--- config.mk ---
export PLATFORM = sky130hd
export DESIGN_NAME = bram_burst_reader_flat
export DESIGN_NICKNAME = d
export VERILOG_FILES = /design/src/rtl/bram_burst_reader_if.sv /design/src/rtl/bram_burst_reader.sv /design/src/flat_wrapper.sv
export SDC_FILE = /design/constraint.sdc
export NUM_CORES = 1
export LEC_CHECK = 0
export ABC_CLOCK_PERIOD_IN_PS = 4700
export BUFFER_PORTS_ARGS = -buffer_cell sky130_fd_sc_hd__buf_2
export CELL_PAD_IN_SITES_DETAIL_PLACEMENT = 1
export CELL_PAD_IN_SITES_GLOBAL_PLACEMENT = 2
export CORE_MARGIN = 8
export CORE_UTILIZATION = 41
export DETAILED_ROUTE_END_ITERATION = 12
export PLACE_DENSITY_LB_ADDON = 0.1
export SYNTH_ARGS = -nofsm -noshare
export SYNTH_HDL_FRONTEND = slang
export SYNTH_SLANG_ARGS = --single-unit
--- constraint.sdc ---
create_clock -name clock -period 4.7 [get_ports clock]
set_input_delay 0.705 -clock clock [delete_from_list [all_inputs] [get_ports clock]]
set_output_delay 0.705 -clock clock [all_outputs]
set_load 0.02 [all_outputs]
--- src/rtl/bram_burst_reader_if.sv ---
// Command, RAM read-port and output-stream signals of the burst reader.
// The slave modport is the reader's view; master is the requester/consumer/RAM side.
interface bram_burst_reader_if #(
  parameter int DATA_WIDTH    = 16,
  parameter int ADDRESS_WIDTH = 11
);
  logic                     cmd_valid;
  logic                     cmd_ready;
  logic [ADDRESS_WIDTH-1:0] cmd_addr;
  logic [ADDRESS_WIDTH-1:0] cmd_len_m1;
  logic [ADDRESS_WIDTH-1:0] mem_raddr;
  logic [DATA_WIDTH-1:0]    mem_dout;
  logic                     out_valid;
  logic                     out_ready;
  logic [DATA_WIDTH-1:0]    out_data;
  logic                     out_last;
  logic                     busy;

  modport slave (
    input  cmd_valid, cmd_addr, cmd_len_m1, mem_dout, out_ready,
    output cmd_ready, mem_raddr, out_valid, out_data, out_last, busy
  );

  modport master (
    output cmd_valid, cmd_addr, cmd_len_m1, mem_dout, out_ready,
    input  cmd_ready, mem_raddr, out_valid, out_data, out_last, busy
  );
endinterface

--- src/rtl/bram_burst_reader.sv ---
// Burst reader for a 1-cycle registered-output RAM: issue -> push 2 edges later, 1 beat/cycle.
// Backpressure: reads issue only while fifo_count + inflight < 4, so the 4-entry FIFO never overflows.
module bram_burst_reader #(
  parameter int DATA_WIDTH    = 16,
  parameter int ADDRESS_WIDTH = 11
) (
  input logic                clock,
  input logic                reset,
  bram_burst_reader_if.slave bus
);
  localparam int DEPTH = 4;

  typedef enum logic [1:0] {IDLE, RUN, DRAIN} state_t;

  state_t                   state, state_nxt;
  logic [ADDRESS_WIDTH-1:0] addr, remaining, raddr;
  logic [1:0]               pipe_vld, pipe_last;
  logic [DATA_WIDTH-1:0]    fifo_data [DEPTH];
  logic                     fifo_last [DEPTH];
  logic [1:0]               wr_ptr, rd_ptr;
  logic [2:0]               count;
  logic [1:0]               inflight;
  logic                     cmd_ready, accept, issue, push, pop, credit_ok, not_empty;

  assign inflight  = {1'b0, pipe_vld[0]} + {1'b0, pipe_vld[1]};
  assign credit_ok = (count + {1'b0, inflight}) < 3'(DEPTH);
  assign not_empty = (count != 3'd0);
  assign cmd_ready = (state == IDLE) && !reset;
  assign accept    = bus.cmd_valid && cmd_ready;
  assign push      = pipe_vld[1];
  assign pop       = not_empty && bus.out_ready;

  always_ff @(posedge clock) begin
    if (reset) state <= IDLE;
    else       state <= state_nxt;
  end

  always_comb begin
    state_nxt = state;
    issue     = 1'b0;
    case (state)
      IDLE:  if (accept) state_nxt = RUN;
      RUN: begin
        if (credit_ok) begin
          issue = 1'b1;
          if (remaining == '0) state_nxt = DRAIN;
        end
      end
      DRAIN: if (!not_empty && pipe_vld == 2'b00) state_nxt = IDLE;
      default: state_nxt = IDLE;
    endcase
  end

  // The last flag rides alongside the valid bit so it reaches the FIFO with its beat.
  always_ff @(posedge clock) begin
    if (reset) begin
      addr      <= '0;
      remaining <= '0;
      raddr     <= '0;
      pipe_vld  <= 2'b00;
      pipe_last <= 2'b00;
      wr_ptr    <= 2'd0;
      rd_ptr    <= 2'd0;
      count     <= 3'd0;
    end else begin
      if (accept) begin
        addr      <= bus.cmd_addr;
        remaining <= bus.cmd_len_m1;
      end else if (issue) begin
        raddr     <= addr;
        addr      <= addr + ADDRESS_WIDTH'(1);
        remaining <= remaining - ADDRESS_WIDTH'(1);
      end
      pipe_vld  <= {pipe_vld[0], issue};
      pipe_last <= {pipe_last[0], issue && (remaining == '0)};
      if (push) wr_ptr <= wr_ptr + 2'd1;
      if (pop)  rd_ptr <= rd_ptr + 2'd1;
      case ({push, pop})
        2'b10:   count <= count + 3'd1;
        2'b01:   count <= count - 3'd1;
        default: count <= count;
      endcase
    end
  end

  always_ff @(posedge clock) begin
    if (push) begin
      fifo_data[wr_ptr] <= bus.mem_dout;
      fifo_last[wr_ptr] <= pipe_last[1];
    end
  end

  assign bus.cmd_ready = cmd_ready;
  assign bus.mem_raddr = raddr;
  assign bus.out_valid = not_empty;
  assign bus.out_data  = fifo_data[rd_ptr];
  assign bus.out_last  = not_empty && fifo_last[rd_ptr];
  assign bus.busy      = (state != IDLE);

  overflow_chk: assert property (@(posedge clock) disable iff (reset)
    !(push && !pop && count == 3'(DEPTH)));
endmodule

--- src/flat_wrapper.sv ---
// flat-port wrapper written by rule: the top's interface ports become plain ports
module bram_burst_reader_flat 
#(
  parameter int DATA_WIDTH    = 16,
  parameter int ADDRESS_WIDTH = 11
)
  (clock, reset, bus_cmd_valid, bus_cmd_addr, bus_cmd_len_m1, bus_mem_dout, bus_out_ready, bus_cmd_ready, bus_mem_raddr, bus_out_valid, bus_out_data, bus_out_last, bus_busy);
  bram_burst_reader_if #(.DATA_WIDTH(DATA_WIDTH), .ADDRESS_WIDTH(ADDRESS_WIDTH)) bus_i ();
  input logic clock;
  input logic reset;
  input wire logic [$bits(bus_i.cmd_valid)-1:0] bus_cmd_valid;
  input wire logic [$bits(bus_i.cmd_addr)-1:0] bus_cmd_addr;
  input wire logic [$bits(bus_i.cmd_len_m1)-1:0] bus_cmd_len_m1;
  input wire logic [$bits(bus_i.mem_dout)-1:0] bus_mem_dout;
  input wire logic [$bits(bus_i.out_ready)-1:0] bus_out_ready;
  output wire logic [$bits(bus_i.cmd_ready)-1:0] bus_cmd_ready;
  output wire logic [$bits(bus_i.mem_raddr)-1:0] bus_mem_raddr;
  output wire logic [$bits(bus_i.out_valid)-1:0] bus_out_valid;
  output wire logic [$bits(bus_i.out_data)-1:0] bus_out_data;
  output wire logic [$bits(bus_i.out_last)-1:0] bus_out_last;
  output wire logic [$bits(bus_i.busy)-1:0] bus_busy;
  assign bus_i.cmd_valid = bus_cmd_valid;
  assign bus_i.cmd_addr = bus_cmd_addr;
  assign bus_i.cmd_len_m1 = bus_cmd_len_m1;
  assign bus_i.mem_dout = bus_mem_dout;
  assign bus_i.out_ready = bus_out_ready;
  assign bus_cmd_ready = bus_i.cmd_ready;
  assign bus_mem_raddr = bus_i.mem_raddr;
  assign bus_out_valid = bus_i.out_valid;
  assign bus_out_data = bus_i.out_data;
  assign bus_out_last = bus_i.out_last;
  assign bus_busy = bus_i.busy;
  bram_burst_reader #(.DATA_WIDTH(DATA_WIDTH), .ADDRESS_WIDTH(ADDRESS_WIDTH)) u_core (.clock(clock), .reset(reset), .bus(bus_i));
endmodule
# Yosys cells after proc, flatten, opt, wreduce, memory -nomap -nowiden
# Memory sizes are Yosys's and may differ from the RTL's. A register that Yosys moved wholly into a read port is not among the register bits.
# Cells that the tools add are included.
dict set report word_totals {
  reg_bits 46
  out_inout_bits 31
  wordCells 64
  mem_count 2
  mem_bits_rw 68
}
# memory depth word_bits rd rd_clocked_by_memory_dff write_ports line
set memory_table {}
lappend memory_table {u_core.fifo_data 4 16 1 1 1 bram_burst_reader.sv:18} ;# logic [DATA_WIDTH-1:0] fifo_data [DEPTH];
lappend memory_table {u_core.fifo_last 4 1 1 1 1 bram_burst_reader.sv:19} ;# logic fifo_last [DEPTH];
dict set report op_classes {
  eq_ne 8
  bitwise 1
  n_mux 18
  n_reduce_logical 17
  n_addsub 8
  n_lt_le_gt_ge 1
}
# operator n
set ops {}
lappend ops {{two-way mux 11 bit} 4}
lappend ops {{two-way mux 2 bit} 8}
lappend ops {{adder 11 x 1 -> 11 bit (second input constant)} 1}
lappend ops {{logical NOT 11 bit} 1}
lappend ops {{subtractor 11 x 1 -> 11 bit (second input constant)} 1}
lappend ops {{!= test 2 x 1 -> 1 bit (second input constant)} 4}
lappend ops {{logical AND 1 bit} 6}
lappend ops {{case mux 2 bit (3 select lines)} 1}
lappend ops {{case mux 3 bit (2 select lines)} 1}
lappend ops {{nonzero test 2 bit} 3}
lappend ops {{adder 2 x 1 -> 2 bit (second input constant)} 2}
lappend ops {{equality test 2 x 1 -> 1 bit (second input constant)} 2}
lappend ops {{equality test 2 bit (second input constant)} 2}
lappend ops {{logical NOT 2 bit} 2}
lappend ops {{two-way mux 1 bit} 4}
lappend ops {{AND reduction 4 bit} 1}
lappend ops {{adder 3 x 1 -> 3 bit (second input constant)} 1}
lappend ops {{adder 3 x 2 -> 3 bit} 1}
lappend ops {{less-than comparator 3 bit (second input constant)} 1}
lappend ops {{nonzero test 3 bit} 1}
lappend ops {{subtractor 3 x 1 -> 3 bit (second input constant)} 1}
lappend ops {{adder 1 x 1 -> 2 bit} 1}
lappend ops {{logical NOT 1 bit} 2}
lappend ops {{AND reduction 2 bit} 1}
lappend ops {{inverter 1 bit} 1}

# Depth between registers and ports, before layout
# Gate-level depths: netlist of run 1.
dict set report depth {
  ltp_word 7
  depth_mapped 8
  ltp_nobuf 8
}

# Worst setup path before layout of run 1
# OpenSTA, ideal clock, no wires.
dict set report synth_path {
  path_type {reg2out}
  start {register (tool-made name)}
  end {output bus_out_data[10]}
  stages_incl_launch_ff 4
  n_path_buf 2
  path_slack_ns 2.326
  required_time_ns 3.995
  arrival_time_ns 1.669
  path_cell_list {dfxtp_1 > clkbuf_1 > buf_2 > mux4_2}
}
# item line
set synth_rtl {}
lappend synth_rtl {{end: declaration} flat_wrapper.sv:19} ;# output wire logic [$bits(bus_i.out_data)-1:0] bus_out_data;

==> out/qor.txt, run 1 <==
Top cells by area, synth -> edfxtp_1 (43%), dfxtp_1 (20%), mux4_2 (8.0%)
Initial antenna violation count -> 0
Crit-path max cell delay -> 0.88 ns
Largest net degree at the start of global routing -> 39
Via count -> 3,262
Maximum root-to-sink buffer count -> 2
Main synth FF type -> edfxtp_1
Hold-fix buffer count after cts -> 0
Pwr dens -> 556 nW/um^2
Synth cell types -> 52
Sequential cell area fraction in the yosys report -> 62.7%
Worst Hold End -> u_core.bus.mem_raddr[6]$_SDFFE_PP0P_
Internal power -> 2.37 mW
Fmax -> 367 MHz
Synth cell count leaders -> edfxtp_1 (68), dfxtp_1 (48), nand2_1 (36)
Design area -> 5920 sq um
Post-Syn Instances -> 367
CP Max Fanout -> 17
Number of global-route vias before repair -> 3,457
Synth area leader -> edfxtp_1
Run status -> complete, no violations
Sequential power share -> 38.4%
Final HPWL DP -> 7.62 mm
Element type at the critical path start -> flip-flop
EDFF count, synth -> 68
Total GRT Usage -> 15.4%
# diodes -> 0
Fin. max-slew vios -> 0
Filler cells -> 1,171
R2R depth -> 8
Actual slew at the worst max-slew pin -> 0.937 ns
Unrepaired setup endpoints after global routing -> false
R2r startpoint -> u_core.count[1]$_SDFFE_PP0P_
CTS Sinks -> 116
First-pass GRT wire length -> 18.0 mm
Row count -> 39
Ports -> 73
Count leader, synth -> edfxtp_1
Maximum vdd drop -> 211 uV
Number of synthesized register bits -> 116
Core area -> 11,400 sq um
Clk_lat worst skew -> 0.41 ns
Post-Synthesis Net Count -> 418
Wire length per cell -> 19.0 microns
Via/cell ratio -> 5.46
Crit path time final -> 2.72 ns
Clock slew at reported path FFs -> 0.06 ns
Critical Path RT -> 3.99 ns
Worst relative slew slack -> 37.5%
Final setup TNS -> 0 ns
Reg2Reg Setup Slack -> 2.44 ns
Die W -> 124 microns
Die Ht -> 124 microns
Hold path cells -> 2
Final wirelength -> 11.3 mm
Drt pass-1 iters -> 4
Synth-to-Final Area Change -> 23.6%
Ys async rst share -> 0%
Port-buffer cells -> 72
Final hold viol count -> 0
Post-CTS setup buffers -> 0
Net Sw Power -> 917 uW
Final core utilization -> 51.8%
DIE AREA -> 15,400 sq um
CP cell instances -> mux4_2 -> and2_1 -> buf_2
Sw frac -> 27.9%
Setup violators final -> 0
Share of cells above drive strength 1 -> 28.4%
Initial core utilization -> 41.9%
Slowest stage cell, crit path -> dfxtp_1
CTS HTree Levels -> 4
Non-Filler Instances -> 597
Global route total overflow -> 0
RR Endpoint -> u_core.count[2]$_SDFFE_PP0P_
Clock share of power -> 42.0%
Root Buffer -> clkbuf_16
Final worst-path cycle share -> 57.9%
CTS tree -> done
Placed instance area -> 5280 sq um
Clk_skew -> 0.00901 ns
Critical Path End Type -> output pin
Worst hold start -> u_core.bus.mem_raddr[6]$_SDFFE_PP0P_
Top cell type's share of synthesized area -> 42.7%
Yosys warning count -> 0
Max_cap viols -> 0
Setup CP Type -> flip-flop to output pin
Arrival time worst endpoint -> 2.02 ns
Placed insts -> 566
Nets -> 493
Mean Syn Cell Area -> 13.0 sq um
Combinational power share -> 19.5%
Initial DRC count -> 158
Leak -> 2.15 nW
DRC -> 0
Antenna Nets Post-Route -> 0
GPL Wtd Cong -> 0.708
CTS resizes -> 0
Hold crit path type -> flip-flop to flip-flop
Mapped cell area -> 4790 sq um
CTS Buf Count -> 17
worst max path at each step:
stage                     slack, ns                                 to  depth (start not counted)       from
after CTS                      1.89                       bus_out_last                          3  flip-flop
after global placement         2.17  u_core.remaining[10]$_SDFFE_PP0P_                          6      reset
after global routing           1.82                       bus_out_last                          3  flip-flop
after floorplan                2.33                   bus_out_data[10]                          3  flip-flop
final                          1.98                       bus_out_last                          3  flip-flop
after detailed placement       2.14  u_core.remaining[10]$_SDFFE_PP0P_                          6      reset
final cells by class:
class	instances	area [sq um]	area share (%)
Tap cell	143	179	3.02
Inverter	12	45.0	0.761
Clock inverter	13	209	3.53
Timing Repair Buffer	75	383	6.47
Clock buffer	18	429	7.25
Multi-Input combinational cell	220	1670	28.2
Sequential cell	116	3000	50.7
per-stage QoR:
step | hold WS [ns] | power (mW) | worst slack [ns]
after floorplan | 0.414 | 1.73 | 2.33
after global placement | 0.447 | 1.92 | 2.17
after detailed placement | 0.449 | 1.94 | 2.14
after CTS | 0.458 | 3.33 | 1.89
after global routing | 0.471 | 3.44 | 1.82
final | 0.452 | 3.29 | 1.98
cell families (layout without fill, tap and decap cells):
group                      after synthesis  after routing  synth area share (%)
xor gates and xnor gates                 5              5                 0.915
and+or+nand+nor                        115            115                  12.5
muxes                                   18             18                  8.21
buffers and inverters                   31            118                  2.51
adders and majority gates                9              9                  2.51
DFF                                    116            116                  62.7
AOI/OAI and AO/OA                       73             73                  10.7
state kept, by name, summed over array words and instances, names as in the netlist, named ones only:
name	flops
u_core.addr	11
u_core.bus.mem_raddr	11
u_core.count	3
u_core.fifo_data	64
u_core.fifo_last	4
u_core.pipe_last	2
u_core.pipe_vld	2
u_core.rd_ptr	2
u_core.remaining	11
u_core.state	2
u_core.wr_ptr	2
per-layer routing:
metal	up-vias	track usage, %	part of all wire, %
li1	1565	-	-
met1	1620	17.4	43
met2	59	26.6	51
met3	18	4.62	4.7
met4	0	6.47	1.7
met5	-	0	0
worst max-delay path, delay by kind of cell (launching register included):
family | cells | cell delay (ns)
multiplexers | 1 | 0.40
buffers and inverters | 1 | 0.16
AND/OR/NAND/NOR | 1 | 0.18
flip-flops | 1 | 0.88
cells in the final DEF, fill, tap and decap left out, types with 7 or more instances in the layout:
cell	instances
nand2_1	36
or3_1	11
or4_1	7
ha_1	8
edfxtp_1	68
nor2_1	10
nand3_1	18
buf_2	72
dfxtp_1	48
and2_1	9
clkbuf_16	17
a21oi_1	24
inv_1	11
mux4_2	17
power groups by stage:
| stage | sequential, mW | combinational [mW] | clock (mW) |
|---|---|---|---|
| 5_1_grt | 1.28 | 0.711 | 1.45 |
| 2_1_floorplan | 1.26 | 0.472 | 0 |
| 3_3_place_gp | 1.28 | 0.643 | 0 |
| 6_report | 1.26 | 0.642 | 1.38 |
| 4_1_cts | 1.26 | 0.657 | 1.41 |
| 3_5_place_dp | 1.28 | 0.654 | 0 |
No activity file was read; power rests on OpenSTA's default activity.
==> run 2: changes to the inputs <==
--- a/config.mk
+++ b/config.mk
@@ -5,12 +5,12 @@
 export SDC_FILE = /design/constraint.sdc
 export NUM_CORES = 1
 export LEC_CHECK = 0
-export ABC_CLOCK_PERIOD_IN_PS = 4700
+export ABC_CLOCK_PERIOD_IN_PS = 2270
 export BUFFER_PORTS_ARGS = -buffer_cell sky130_fd_sc_hd__buf_2
 export CELL_PAD_IN_SITES_DETAIL_PLACEMENT = 1
 export CELL_PAD_IN_SITES_GLOBAL_PLACEMENT = 2
 export CORE_MARGIN = 8
-export CORE_UTILIZATION = 41
+export CORE_UTILIZATION = 35
 export DETAILED_ROUTE_END_ITERATION = 12
 export PLACE_DENSITY_LB_ADDON = 0.1
 export SYNTH_ARGS = -nofsm -noshare
==> constraint.sdc (replaced) <==
create_clock -name clock -period 2.27 [get_ports clock]
set_input_delay 0.3405 -clock clock [delete_from_list [all_inputs] [get_ports clock]]
set_output_delay 0.3405 -clock clock [all_outputs]
set_load 0.02 [all_outputs]
==> out/qor.txt, run 2 (synthesized netlist as in run 1, its figures left out) <==
Run status -> complete, no violations
Crit path time final -> 2.12 ns
DRC -> 0
Most frequent cells in the layout -> buf_2 (72), edfxtp_1 (68), dfxtp_1 (48), nand2_1 (36), a21oi_1 (24)
Initial DRC count -> 100
Reg2Reg Setup Slack -> 0.18 ns
Max reg flops -> 64
Die Ht -> 133 microns
Via/cell ratio -> 5.19
Initial core utilization -> 36.0%
Row count -> 42
Global route total overflow -> 0
CP cell instances -> buf_6 -> mux4_2 -> buf_2
First-pass GRT wire length -> 19.1 mm
Maximum vdd drop -> 517 uV
Arrival time worst endpoint -> 1.77 ns
Worst hold start -> bus_cmd_len_m1[4]
GPL Wtd Cong -> 0.743
Setup CP Type -> flip-flop to output pin
Wire length per cell -> 18.0 microns
Post-route setup slack -> 0.155 ns
Antenna Nets Post-Route -> 0
Die W -> 133 microns
Maximum root-to-sink buffer count -> 2
Final hold viol count -> 0
CTS tree -> done
Synth-to-Final Area Change -> 25.0%
Actual slew at the worst max-slew pin -> 0.502 ns
Final worst-path cycle share -> 93.2%
Final wirelength -> 11.6 mm
Max_cap viols -> 0
Overall power -> 6.51 mW
Worst relative slew slack -> 66.4%
Commonest non-fill, non-tap cell in the layout -> buf_2
Ports -> 73
Root Buffer -> clkbuf_16
Drt pass-1 iters -> 4
Total GRT Usage -> 13.9%
Pwr dens -> 1090 nW/um^2
Leak -> 2.18 nW
Fin. max-slew vios -> 0
Clk_lat worst skew -> 0.41 ns
Hold path cells -> 2
CTS Sinks -> 116
Largest Register -> u_core.fifo_data
Largest net degree at the start of global routing -> 30
Clock slew at reported path FFs -> 0.05 ns
Nets -> 508
Final setup TNS -> 0 ns
Critical Path End Type -> output pin
CTS Buf Count -> 17
Critical Path RT -> 1.93 ns
DP Worst Slack -> 0.153 ns
CP Max Fanout -> 16
RR Endpoint -> u_core.count[2]$_SDFFE_PP0P_
Via count -> 3,345
R2r startpoint -> u_core.count[1]$_SDFFE_PP0P_
Core area -> 13,300 sq um
Share of cells above drive strength 1 -> 29.6%
CTS HTree Levels -> 4
Crit-path max cell delay -> 0.55 ns
Port-buffer cells -> 72
Initial antenna violation count -> 0
Element type at the critical path start -> flip-flop
Hold crit path type -> input port to flip-flop
Fmax -> 473 MHz
Critical path's top delay family -> multiplexers
Hold-fix buffer count after cts -> 0
Slowest stage cell, crit path -> mux4_2
Unrepaired setup endpoints after global routing -> false
Number of global-route vias before repair -> 3,677
Setup violators final -> 0
Critical path buffers and inverters -> 2
Worst Hold End -> u_core.remaining[4]$_SDFFE_PP0P_
DIE AREA -> 17,700 sq um
# diodes -> 0
Final HPWL DP -> 8.09 mm
R2R depth -> 8
Clk_skew -> 0.0101 ns
-- run 2: cell count changes in the layout (fill, tap and decap cells not counted), sizes merged --
cell and change:
buf +15, bufinv -3, clkbuf +1, clkinv +1, clkinvlp +1
-- run 2: what timing repair did --
action | CTS | global route
endpoints found under the setup margin | 0 | 8
setup buffers | 0 | 0
resized for setup | 0 | 1
-- run 2: per-layer routing --
layer	up-vias	share of wire [%]	track usage, %
li1	1592	-	-
met1	1654	44	16.3
met2	86	49	23.0
met3	13	5.0	4.54
met4	0	1.2	5.49
met5	-	0	0
-- run 2: where the power goes --
group	switching, mW	internal [mW]
logic	0.798	0.630
registers	0.197	2.42
clock network	0.886	1.58
-- run 2: layout make-up --
cell class / count / area, sq um
Tap cell: 176 / 220
Sequential cell: 116 / 3000
Fill cell: 1416 / 7310
Inverter: 12 / 45.0
Clock inverter: 12 / 115
Timing Repair Buffer: 90 / 499
Clock buffer: 19 / 433
Multi-Input combinational cell: 220 / 1670
-- run 2: per-stage QoR --
stage	area [sq um]	cells	utilization [%]	hold slack, ns
detailed placement	5430	614	40.9	0.442
global route	5990	645	45.0	0.125
CTS	5980	645	45.0	0.126
finish	5990	645	45.0	0.139
floorplan	4790	367	-	0.414
global placement	5430	614	40.9	0.443
-- run 2: how the worst max path moves through the flow --
stage                                                 from                                end  slack (ns)  cells after the start
final                                            flip-flop                    bus_out_data[2]        0.15                      3
after global routing          u_core.count[0]$_SDFFE_PP0P_  u_core.remaining[10]$_SDFFE_PP0P_        0.01                      6
after CTS                                        flip-flop                    bus_out_data[2]        0.04                      3
after detailed placement      u_core.count[1]$_SDFFE_PP0P_       u_core.count[2]$_SDFFE_PP0P_        0.15                      8
after global placement    u_core.remaining[0]$_SDFFE_PP0P_   u_core.remaining[8]$_SDFFE_PP0P_        0.26                      6
after floorplan               u_core.count[1]$_SDFFE_PP0P_       u_core.count[2]$_SDFFE_PP0P_        0.16                      8
-- run 2: worst reg2reg max path: cells and delay by family (launching register included) --
kind / cells / cell delay (ns)
and+or+nand+nor: 3 / 0.63
adders and majority gates: 2 / 0.57
DFF: 1 / 0.46
xor gates and xnor gates: 1 / 0.16
AOI/OAI and AO/OA: 1 / 0.14
buffers and inverters: 1 / 0.06
